==> src/rtl/prog_delay_line.sv <==
// rtl/prog_delay_line.sv - programmable-length sample delay line with stall, flush and run-time delay reload
module prog_delay_line #(
    parameter int WIDTH     = 10,
    parameter int MAX_DELAY = 8,
    parameter int DELAY     = 4,
    localparam int CW       = $clog2(MAX_DELAY + 1)
) (
    input  logic             clk,
    input  logic             rst,
    input  logic             en,
    input  logic             flush,
    input  logic             in_valid,
    input  logic [WIDTH-1:0] in_data,
    input  logic             delay_load,
    input  logic [CW-1:0]    delay_sel,
    output logic             out_valid,
    output logic [WIDTH-1:0] out_data,
    output logic [CW-1:0]    cur_delay,
    output logic [CW-1:0]    count,
    output logic             load_ack
);

    logic [MAX_DELAY:1] vld;
    logic [WIDTH-1:0]   dat [1:MAX_DELAY];
    logic               load_accept;
    logic [CW-1:0]      sel_clamped;
    logic               tap_valid;
    logic [WIDTH-1:0]   tap_data;

    // A reload is only safe when nothing observable is in flight or is about to enter.
    assign load_accept = delay_load &&
                         (flush || ((count == '0) && !(en && in_valid)));

    always_comb begin
        sel_clamped = delay_sel;
        if (delay_sel == '0) begin
            sel_clamped = CW'(1);
        end else if (delay_sel > CW'(MAX_DELAY)) begin
            sel_clamped = CW'(MAX_DELAY);
        end
    end

    always_ff @(posedge clk or negedge rst) begin
        if (!rst) begin
            vld <= '0;
        end else if (flush || load_accept) begin
            vld <= '0;
        end else if (en) begin
            vld[1] <= in_valid;
            for (int k = 2; k <= MAX_DELAY; k++) begin
                vld[k] <= vld[k-1];
            end
        end
    end

    always_ff @(posedge clk or negedge rst) begin
        if (!rst) begin
            for (int k = 1; k <= MAX_DELAY; k++) begin
                dat[k] <= '0;
            end
        end else if (en && !flush) begin
            dat[1] <= in_data;
            for (int k = 2; k <= MAX_DELAY; k++) begin
                dat[k] <= dat[k-1];
            end
        end
    end

    // Output tap selected by the active delay; stages past it are never observed.
    always_comb begin
        tap_valid = 1'b0;
        tap_data  = '0;
        for (int k = 1; k <= MAX_DELAY; k++) begin
            if (CW'(k) == cur_delay) begin
                tap_valid = vld[k];
                tap_data  = dat[k];
            end
        end
    end

    assign out_valid = tap_valid;
    assign out_data  = tap_valid ? tap_data : '0;

    always_ff @(posedge clk or negedge rst) begin
        if (!rst) begin
            count <= '0;
        end else if (flush || load_accept) begin
            count <= '0;
        end else if (en) begin
            count <= count + CW'(in_valid) - CW'(out_valid);
        end
    end

    always_ff @(posedge clk or negedge rst) begin
        if (!rst) begin
            cur_delay <= CW'(DELAY);
            load_ack  <= 1'b0;
        end else begin
            load_ack <= load_accept;
            if (load_accept) begin
                cur_delay <= sel_clamped;
            end
        end
    end

endmodule

==> config.mk <==
export PLATFORM = sky130hd
export DESIGN_NAME = prog_delay_line
export DESIGN_NICKNAME = d
export VERILOG_FILES = /design/src/rtl/prog_delay_line.sv
export SDC_FILE = /design/constraint.sdc
export NUM_CORES = 1
export LEC_CHECK = 0
export CORE_MARGIN = 2
export CORE_UTILIZATION = 60
export DETAILED_ROUTE_END_ITERATION = 12
export MAX_ROUTING_LAYER = met4
export PLACE_DENSITY = 0.84
export SLEW_MARGIN = 10
export SYNTH_ARGS = -nofsm -noshare
export SYNTH_HDL_FRONTEND = slang
export SYNTH_SLANG_ARGS = --single-unit
==> constraint.sdc <==
create_clock -name clk -period 5.75 [get_ports clk]
set_input_delay 0.8625 -clock clk [delete_from_list [all_inputs] [get_ports clk]]
set_output_delay 0.8625 -clock clk [all_outputs]
set_load 0.01 [all_outputs]
## After elaboration in Yosys (flattened, before gate mapping)

Index checks and enable logic that the tools add are counted.

| storage, ports and cells | value |
|---|---|
| bits in registers | 97 |
| input bits | 20 |
| output and inout bits | 20 |

| cells by class | value |
|---|---|
| mux-type cells | 23 |
| reduce and logical (&&, ||, !) cells | 11 |
| add/sub/neg operators | 2 |
| $lt $le $gt $ge | 1 |
| eq/ne operators | 8 |

Operator list:

| kind | number |
|---|---|
| 2-to-1 mux 10 bit | 9 |
| == test 3 x 4 -> 1 bit (first input constant) | 4 |
| 2-to-1 mux 4 bit | 4 |
| 2-to-1 mux 8 bit | 2 |
| == test 2 x 4 -> 1 bit (first input constant) | 2 |
| logical NOT 4 bit | 2 |
| 2-to-1 mux 1 bit | 8 |
| adder 4 x 1 -> 4 bit | 1 |
| == test 1 x 4 -> 1 bit (first input constant) | 1 |
| == test 4 bit (first input constant) | 1 |
| > comparator 4 bit (second input constant) | 1 |
| logical AND 1 bit | 4 |
| subtractor 4 x 1 -> 4 bit | 1 |
| logical NOT 1 bit | 2 |
| logical OR 1 bit | 2 |
| nonzero test 2 bit | 1 |

## Longest topological paths before layout

Gate-level depths: netlist (run 1).

| logic depth | value |
|---|---|
| word-level depth | 12 |
| gate-level depth with buffers | 14 |
| mapped depth without buffers | 11 |

## Worst setup path before layout (run 1)

OpenSTA, ideal clock, no wires.

| path | value |
|---|---|
| kind | register to register |
| from | register cur_delay[3] |
| to | register count[2] |
| period minus slack after synthesis | 2.766 ns |
| setup time | 0.121 ns |
| path buffers | 3 |
| arrival time | 2.645 ns |
| path slack | 2.984 ns |
| data required time | 5.629 ns |
| stages on the path, launching flop included | 14 |
| path through | dfrtp_1 > buf_6 > or2_1 > buf_6 > nor4_1 > o22ai_1 > buf_2 > nand2_1 > ha_1 > inv_1 > ha_1 > fa_1 > xor2_1 > a22o_1 |

| between the ends | value |
|---|---|
| cells in the longest elaborated chain, start to end | 12 |

RTL lines:

| item | line | source |
|---|---|---|
| start, declared | 18 | `output logic [CW-1:0] cur_delay,` |
| start signal, assigned | 96 | `cur_delay <= CW'(DELAY);` |
| start signal, assigned | 101 | `cur_delay <= sel_clamped;` |
| == test 1 x 4 -> 1 bit | 74 | `if (CW'(k) == cur_delay) begin` |
| 2-to-1 mux 1 bit (7 in a row) | 74 |  |
| 2-to-1 mux 1 bit * | 74 |  |
| named net out_valid | 16 | `output logic out_valid,` |
| subtractor 4 x 1 -> 4 bit * | 90 | `count <= count + CW'(in_valid) - CW'(out_valid);` |
| 2-to-1 mux 4 bit * | 89 | `end else if (en) begin` |
| 2-to-1 mux 4 bit * | 87 | `end else if (flush \|\| load_accept) begin` |
| end signal, assigned | 90 |  |
| end, declared | 19 | `output logic [CW-1:0] count,` |

Mark *: on every way through the listed nets, which the timed path passes. The rest lies on a longest branch. The select of a mux whose other input is x is not followed.
A chain may end at the register's enable or synchronous reset.

## Worst setup path in the final report (run 1)

| path | value |
|---|---|
| from | register cur_delay[1] |
| to | output out_data[5] |

| between the ends | value |
|---|---|
| cells in the longest elaborated chain, start to end | 10 |

RTL lines:

| item | line | source |
|---|---|---|
| == test 1 x 4 -> 1 bit | 74 |  |
| 2-to-1 mux 10 bit / 2-to-1 mux 1 bit (equally long branches) (8 in a row) | 74 |  |
| 2-to-1 mux 10 bit * | 82 | `assign out_data = tap_valid ? tap_data : '0;` |
| end, declared | 17 | `output logic [WIDTH-1:0] out_data,` |

Mark *: on every way between the ends. The rest lies on a longest branch, timed or not.

==> out/metrics.cfg, run 1 <==
[logic_synthesis]
syn_nets = 407
yosysSeqAreaShare = 0.510
synth-xor-area-share = 0.00368
synth_edf_count = 0
synth_compound_area_frac = 0.131
syn_avg_cell_area_um2 = 12.5
synth_top_family_by_area = multiplexers
syn_inst = 381
synthFlopType = dfrtp_1
synth_fa_ha_area_frac = 0.0173
yosys_warnings = 0
ys_seq_elements = 97
syn-cell-area_mm2 = 0.00476
synthSimpleGateAreaFrac = 0.0625
ys_types = 40
synthMuxAreaShare = 0.235
synth-async-reset-ratio = 1.00

[global_routing]
overflow = 0
antenna_found_initial = 0
grt.total_usage = 0.227
grt_pass1_wl_um = 15000
grt_max_degree = 75
grt_pass1_vias = 3011

[power_and_ir_drop]
pwr-share-clk = 0.212
swShare = 0.304
p_seq_frac = 0.536
leakage_uw = 0.00222
combPwrFrac = 0.253
power.switching_uw = 626
peakVddDrop_mv = 0.246
power.internal_uw = 1440
p_per_area_mw_per_mm2 = 383
power.total_uw = 2060

[detailed_routing]
dr_total_vias = 3098
drc_errors = 0
firstDrtPassIters = 4
vias_per_cell = 5.99
wl_um = 9040
drt_iter0_markers = 246
antenna_left = 0
wl_per_cell_um = 17.5

[final_layout]
drive_gt1_frac = 0.272
final_cell_mix = 95 x dfrtp_1, 85 x mux2_2, 38 x clkdlybuf4s50_1
final_common_cell = dfrtp_1
fillCellCount = 555
syn_to_final_growth_pct = 12.9
nets = 436
n_antenna_cell = 0

[worst_setup_path]
required_ns = 4.89
cp-start-kind = flop
crit_path_end_kind = output pin
r2r_start = cur_delay[1]$_DFFE_PN0P_
reg2reg_to = count[2]$_DFFE_PN0P_
critical_path.max_fanout = 20
reg2reg_setup_slack_ns = 2.05
rr_worst_depth = 10
critPathKind = flop to output pin
crit_arrival_ns = 3.20

[clock_network]
cts.sinks = 97
cts-root-buf = clkbuf_8
postCtsSetupRepairBufs = 0
clk_path_buf_depth = 2
path_clk_slew_ns = 0.09
clk-insertion-delay-late_ns = 0.35
cts_tree = built
cts_hold_buffers = 0
cts_buffers = 9
cts_max_level = 3
cts-resized-gates = 0

[placed_design]
place_congestion = 0.798
port_buffers = 39
dpl.hpwl_um = 6240

[die]
coreArea_mm2 = 0.00773
io_pins = 40
die_y_um = 93.1
die_w_um = 93.1
die_area_mm2 = 0.00867
placementRows = 32
initial_core_util = 0.617

[sta]
finalCritPeriodShare = 0.707
setup_tns_ns = 0
maxSlewHeadroom = 0.256
rsz0062_at_grt = false
slew_violations = 0
fin_skew_ns = 0.00484
fmax_mhz = 246
min_period_ns = 4.07
hold_viol = 0
setup_viol = 0
worstMarginPinSlew_ns = 1.12

[job]
drv_cap = 0

[status]
status = completed

[hold_path]
hp-class = primary input to async pin

[sequential cells by signal (all words and copies together) (netlist names)]
name,cells
dat,80
vld,8
count,4
cur_delay,4
load_ack,1
[kinds of logic after synthesis]
logic type | count (synthesis)
muxes | 101
DFF | 97
AOI/OAI and AO/OA | 89
and+or+nand+nor | 49
buffers and inverters | 37
adders and majority gates | 6
xor gates and xnor gates | 2
[layout make-up]
class                   instances  area [um2]  area share
flip-flops and latches         97        2430       0.452
clock inverters                 4        52.6     0.00977
clock buffers                  12         145      0.0270
repair buffers                 45         433      0.0805
multi-input cells             247        2150       0.400
inverters                      10        37.5     0.00698
well taps                     102         128      0.0237
[through the flow]
| stage | setup slack (ns) | hold WS (ns) | instance area, um2 | utilization | cells |
|---|---|---|---|---|---|
| detailed placement | 2.17 | 0.496 | 5180 | 0.670 | 501 |
| finish | 1.68 | 0.393 | 5380 | 0.696 | 517 |
| global route | 1.53 | 0.392 | 5380 | 0.696 | 517 |
| global placement | 2.25 | 0.490 | 5180 | 0.670 | 501 |
| CTS | 1.77 | 0.391 | 5370 | 0.695 | 517 |
| floorplan | 2.98 | 0.469 | 4760 | - | 381 |
[power groups by stage]
stage                     logic (uW)  registers (uW)  clock network (uW)
after detailed placement         523            1120                   0
after global routing             570            1130                 479
after floorplan                  431            1030                   0
final                            521            1100                 436
after global placement           499            1090                   0
after CTS                        525            1100                 448
[layer usage]
| layer | GRT usage | routed length, um | vias to the layer above |
|---|---|---|---|
| li1 | - | - | 1461 |
| met1 | 0.319 | 4350 | 1555 |
| met2 | 0.335 | 4150 | 68 |
| met3 | 0.0524 | 377 | 14 |
| met4 | 0.0686 | 163 | 0 |
| met5 | - | 0 | - |
[cell usage after synthesis (all sizes together) (7+ instances only)]
master | n | area [um2]
a211oi | 10 | 75.1
a21oi | 24 | 120
a22o | 13 | 114
a22oi | 12 | 90.1
buf | 22 | 139
dfrtp | 96 | 2400
inv | 10 | 37.5
mux2 | 85 | 957
mux2i | 16 | 160
nand2 | 7 | 26.3
nand3b | 7 | 52.6
nor2 | 16 | 76.3
o21a | 8 | 60.1
o21ai | 7 | 35.0
[worst max path at each step]
stage / start / end / slack (ns) / cells past startpoint
after floorplan: cur_delay[3]$_DFFE_PN0P_ / count[2]$_DFFE_PN0P_ / 2.98 / 13
after global placement: cur_delay[1]$_DFFE_PN0P_ / out_data[1] / 2.25 / 5
after detailed placement: cur_delay[0]$_DFFE_PN0P_ / count[2]$_DFFE_PN0P_ / 2.17 / 10
after CTS: cur_delay[1]$_DFFE_PN0P_ / out_data[5] / 1.77 / 5
after global routing: cur_delay[1]$_DFFE_PN0P_ / out_data[5] / 1.53 / 5
final: cur_delay[1]$_DFFE_PN0P_ / out_data[5] / 1.68 / 5
[critical path, cell delays in order (launching register included)]
cell,delay (ns)
dfrtp_1,0.81
nor3b_2,0.25
o21a_1,0.17
o22ai_1,0.83
a22oi_1,0.23
clkdlybuf4s50_1,0.55
No activity file was read; power rests on OpenSTA's default activity.
==> run 2, diff against run 1 <==
--- a/config.mk
+++ b/config.mk
@@ -6,10 +6,10 @@
 export NUM_CORES = 1
 export LEC_CHECK = 0
 export CORE_MARGIN = 2
-export CORE_UTILIZATION = 60
+export CORE_UTILIZATION = 52
 export DETAILED_ROUTE_END_ITERATION = 12
 export MAX_ROUTING_LAYER = met4
-export PLACE_DENSITY = 0.84
+export PLACE_DENSITY = 0.78
 export SLEW_MARGIN = 10
 export SYNTH_ARGS = -nofsm -noshare
 export SYNTH_HDL_FRONTEND = slang
==> constraint.sdc (replaced) <==
create_clock -name clk -period 3.6 [get_ports clk]
set_input_delay 0.54 -clock clk [delete_from_list [all_inputs] [get_ports clk]]
set_output_delay 0.54 -clock clk [all_outputs]
set_load 0.01 [all_outputs]
==> run 2 against run 1 <==
Compared with the run above:
- first-iteration DRC count down 17%
- critical path type unchanged
- combinational power up 63%
- cell count up 1.9%
- sequential share of layout area down 0.39 points
- core utilization down 8.0 points
- count of clock-buffer cells in the layout down 2
- largest cell class unchanged
- die area up 15%
- worst setup slack worse by 1.5 ns
- clock power up 58%
==> out/metrics.cfg, run 2 (same netlist as run 1, synthesis figures left out) <==
[die]
placementRows = 34
io_pins = 40
die_y_um = 99.7
die_w_um = 99.7
die_area_mm2 = 0.00994
coreArea_mm2 = 0.00881
initial_core_util = 0.541

[final_layout]
regMostFlops = dat
nets = 440
drive_gt1_frac = 0.284
fillCellCount = 697
final_common_cell = dfrtp_1
largest_reg_flops = 80
utilization = 0.616
final_cell_mix = 95 x dfrtp_1, 85 x mux2_2, 38 x clkdlybuf4s50_1
syn_to_final_growth_pct = 13.9
n_antenna_cell = 0
reg_top3 = dat: 80 flops, vld: 8 flops

[power_and_ir_drop]
p_per_area_mw_per_mm2 = 612
peakVddDrop_mv = 0.398
power.total_uw = 3320
leakage_uw = 0.00226

[placed_design]
place_congestion = 0.894
port_buffers = 39
dpl.hpwl_um = 6590

[worst_setup_path]
crit_arrival_ns = 2.89
cp-start-kind = flop
critical_path.max_fanout = 21
crit_path_end_kind = output pin
required_ns = 3.06
critPathKind = flop to output pin

[global_routing]
overflow = 0
antenna_found_initial = 0
grt_pass1_wl_um = 16100
grt_max_degree = 82
grt_pass1_vias = 3103
grt.total_usage = 0.214

[clock_network]
cts_hold_buffers = 0
cts_buffers = 9
cts.sinks = 97
cts_tree = built
postCtsSetupRepairBufs = 0
clk-insertion-delay-late_ns = 0.37
cts_max_level = 3
path_clk_slew_ns = 0.10
cts-root-buf = clkbuf_8
cts-resized-gates = 0
clk_path_buf_depth = 2

[detailed_routing]
drt_iter0_markers = 205
wl_per_cell_um = 17.9
antenna_left = 0
vias_per_cell = 5.97
drc_errors = 0
firstDrtPassIters = 5
wl_um = 9430
dr_total_vias = 3146

[sta]
min_period_ns = 3.43
setup_viol = 0
fin_skew_ns = 0.00643
fmax_mhz = 291
finalCritPeriodShare = 0.954
rsz0062_at_grt = false
slew_violations = 0
worstMarginPinSlew_ns = 0.741
maxSlewHeadroom = 0.505
hold_viol = 0
setup_tns_ns = 0

[job]
drv_cap = 0

[hold_path]
hp-class = primary input to async pin

[status]
status = completed

-- run 2: cell count changes in the layout (fill, tap and decap cells not counted), sizes merged --
cell and change:
buf +4, bufinv -1, clkbuf -2, clkinv +1, clkinvlp -2, inv +4
-- run 2: per-layer routing --
metal,up-vias,GRT usage,share of wire
li1,1472,-,-
met4,0,0.0738,0.020
met2,73,0.322,0.48
met3,17,0.0443,0.041
met5,-,-,0
met1,1584,0.291,0.45
-- run 2: power breakdown --
part           total (uW)  switching (uW)  internal [uW]
combinational         851             344            507
clock                 688             402            286
sequential           1780             327           1450
-- run 2: cell type report --
type                       count  area, um2  area share
clock buffer                  10        138      0.0254
clock inverter                 6       56.3      0.0104
inverter                      10       37.5     0.00692
multi-input combinational    247       2150       0.397
sequential                    97       2430       0.448
tap                          108        135      0.0249
timing repair buffer          49        475      0.0876
-- run 2: worst max-delay path, stage by stage (launching register included) --
cell             delay, ns
dfrtp_1               0.77
buf_4                 0.36
a21oi_1               0.07
a211oi_1              0.30
o221ai_1              0.16
a32oi_1               0.28
clkdlybuf4s50_1       0.59
-- run 2: worst paths after layout --
kind	start	endpoint	slack [ns]	cells after the start
worst max-delay path	cur_delay[1]$_DFFE_PN0P_	out_data[7]	0.17	6
worst min-delay path	rst	dat[31]$_DFFE_PN0P_	0.15	1
worst max register to register	cur_delay[1]$_DFFE_PN0P_	count[1]$_DFFE_PN0P_	0.58	9
worst min register to register	dat[32]$_DFFE_PN0P_	dat[22]$_DFFE_PN0P_	0.51	1
max in group asynchronous	rst	dat[56]$_DFFE_PN0P_	2.64	2
min in group clk	dat[32]$_DFFE_PN0P_	dat[22]$_DFFE_PN0P_	0.51	1
-- run 2: stage by stage --
step	instance area, um2	cells	hold slack [ns]	setup slack (ns)
global route	5430	527	0.190	0.0212
global placement	5230	511	0.487	0.670
CTS	5420	527	0.157	0.202
floorplan	4760	381	0.244	0.834
detailed placement	5230	511	0.500	0.607
finish	5430	527	0.146	0.167
==> edit, RTL diff (config.mk and constraints of run 2) <==
Make the reset (`rst`) synchronous in 4 clocked blocks.
--- a/src/rtl/prog_delay_line.sv
+++ b/src/rtl/prog_delay_line.sv
@@ -40,7 +40,7 @@
         end
     end
 
-    always_ff @(posedge clk or negedge rst) begin
+    always_ff @(posedge clk) begin
         if (!rst) begin
             vld <= '0;
         end else if (flush || load_accept) begin
@@ -53,7 +53,7 @@
         end
     end
 
-    always_ff @(posedge clk or negedge rst) begin
+    always_ff @(posedge clk) begin
         if (!rst) begin
             for (int k = 1; k <= MAX_DELAY; k++) begin
                 dat[k] <= '0;
@@ -81,7 +81,7 @@
     assign out_valid = tap_valid;
     assign out_data  = tap_valid ? tap_data : '0;
 
-    always_ff @(posedge clk or negedge rst) begin
+    always_ff @(posedge clk) begin
         if (!rst) begin
             count <= '0;
         end else if (flush || load_accept) begin
@@ -91,7 +91,7 @@
         end
     end
 
-    always_ff @(posedge clk or negedge rst) begin
+    always_ff @(posedge clk) begin
         if (!rst) begin
             cur_delay <= CW'(DELAY);
             load_ack  <= 1'b0;
Formal check against the unedited RTL: differs if rst is asserted again (counterexample within 4 cycles, from zero or initial values and one cycle with rst low); with rst held inactive, the same outputs for 10 cycles.
==> edit against run 2 <==
Sequential cell count stayed put; highest routed layer unchanged; cell area is 0.48% lower; fmax is 5.9% higher; synthesized area is 1.4% lower; global-route usage is 1.7 points lower; worst hold slack better by 0.38 ns; register-to-register slack worse by 0.11 ns; critical path type unchanged; routed wire length is 6.6% lower; setup slack better by 0.19 ns.
Power is not compared: it rests on default switching activity, and its combinational part moved more than twofold at a synthesized area within 25%.
==> edit: results (changes against run 2) <==
metric,value,unit,change
rr_startpoint,cur_delay[1],,
critical_path.max_stage_delay,0.58,ns,-0.19 ns
postCtsSetupRepairBufs,0,,unchanged
async_reset_ff_share,0,%,-100 points
dp_slack,0.384,ns,-0.222 ns
arrival,2.70,ns,-0.19 ns
hp-start,vld[1],,
grt_max_degree,81,,-1.2%
crit_slowest_cell,clkdlybuf4s50_1,,
largestRegisters,"dat (80), vld (8)",,
cts_made_buffers,9,,unchanged
ys_warn_count,0,,unchanged
reg2reg_to,count[2],,
ys_seq_area_share,58.4,%,+7.4 points
yosysMostFrequentCell,and2_1,,
p_leak,1.88,nW,
met3_usage,4.11,%,-0.31 points
antenna_found_initial,0,,unchanged
reg2reg_depth,12,,+3
worstHoldPathType,register to register,,
hold_end,vld[1],,
synth_area_leaders,"edfxtp_1 (51%), and2_1 (11%), dfxtp_1 (7.2%)",,
grt_use_met2,29.4,%,-2.8 points
io_buffer_count,39,,unchanged
clock_path_buffers,2,,unchanged
finalSetupViolations,0,,unchanged
peakVddDrop,0.237,mV,
fin_skew,0.00968,ns,+0.00325 ns
post-dp-hpwl,5900,µm,-10%
gr-usage-all-layers,19.6,%,-1.7 points
place_area,0.00518,mm²,-0.96%
status,finished clean,,
holdPathStages,2,,
use_met1,26.9,%,-2.2 points
syn_nets,413,,+1.5%
synth_edf_count,80,,+80
rrSetupSlack,0.47,ns,-0.11 ns
clk_pin_slew,0.09,ns,
holdWs,0.526,ns,+0.380 ns
vias,3045,,-3.2%
synth_commonest_cells,"and2_1 (81), edfxtp_1 (80), mux2i_1 (19)",,
critPathMaxFanout,32,,+52%
grt_pass1_wl,14800,µm,-8.2%
synth_cell_types,45,,+13%
nFillCells,687,,-1.4%
drt_iter0_drc,203,,-0.98%
nets,445,,+1.1%
gp_congestion,0.834,,-6.7%
maxSlewHeadroom,59.8,%,+9.3 points
drive_gt1_share,9.20,%,-19 points
antenna_cells,0,,unchanged
root_buffer,clkbuf_8,,
wl,8800,µm,-6.6%
-- edit: worst max path at each step --
| stage | start | to | slack [ns] |
|---|---|---|---|
| 2_1_floorplan | en | dat[0][10] | 0.42 |
| 3_3_place_gp | cur_delay[1] | count[2] | 0.50 |
| 3_5_place_dp | cur_delay[1] | count[2] | 0.38 |
| 4_1_cts | cur_delay[1] | out_data[6] | 0.18 |
| 5_1_grt | cur_delay[3] | out_data[7] | 0.18 |
| 6_report | cur_delay[0] | out_data[6] | 0.36 |
-- edit: tightest hold or removal path: stages, from the launching register on --
cell and delay (ns):
dfxtp_1 0.34, nand2_1 0.09, a21oi_2 0.05
-- edit: per-stage QoR --
stage          instances  utilization, %
6_report             532            61.9
3_3_place_gp         516            59.4
2_1_floorplan        387               -
3_5_place_dp         516            59.4
4_1_cts              532            61.9
5_1_grt              532            61.9
-- edit: layout make-up --
type	instances	share of cell area, %
Sequential cell	97	50.8
Timing Repair Buffer	47	8.57
Tap cell	108	2.50
Clock buffer	11	2.62
Inverter	13	0.904
Clock inverter	5	1.48
Multi-Input combinational cell	251	33.1
-- edit: layer usage --
metal,share of wire [%],vias to the layer above
li1,-,1484
met1,47,1467
met2,47,81
met3,4.6,13
met4,1.4,0
met5,0,-
-- edit: kinds of logic (layout without fill, tap and decap cells) --
kind of cell	after synthesis	count (layout)	share of synthesized area, %
simple gates	128	128	16.4
flops	97	97	58.4
compound gates	90	90	13.6
buf+inv	39	76	3.97
mux	25	25	5.49
fa+ha+maj	6	6	1.76
xor+xnor	2	2	0.373
-- edit: report_power, final --
part / total (W) / switching (W) / internal, W
combinational: 0.000233 / 0.000127 / 0.000106
clock: 0.000783 / 0.000373 / 0.000410
sequential: 0.00131 / 0.0000340 / 0.00128
total: 0.00233 / 0.000534 / 0.00179
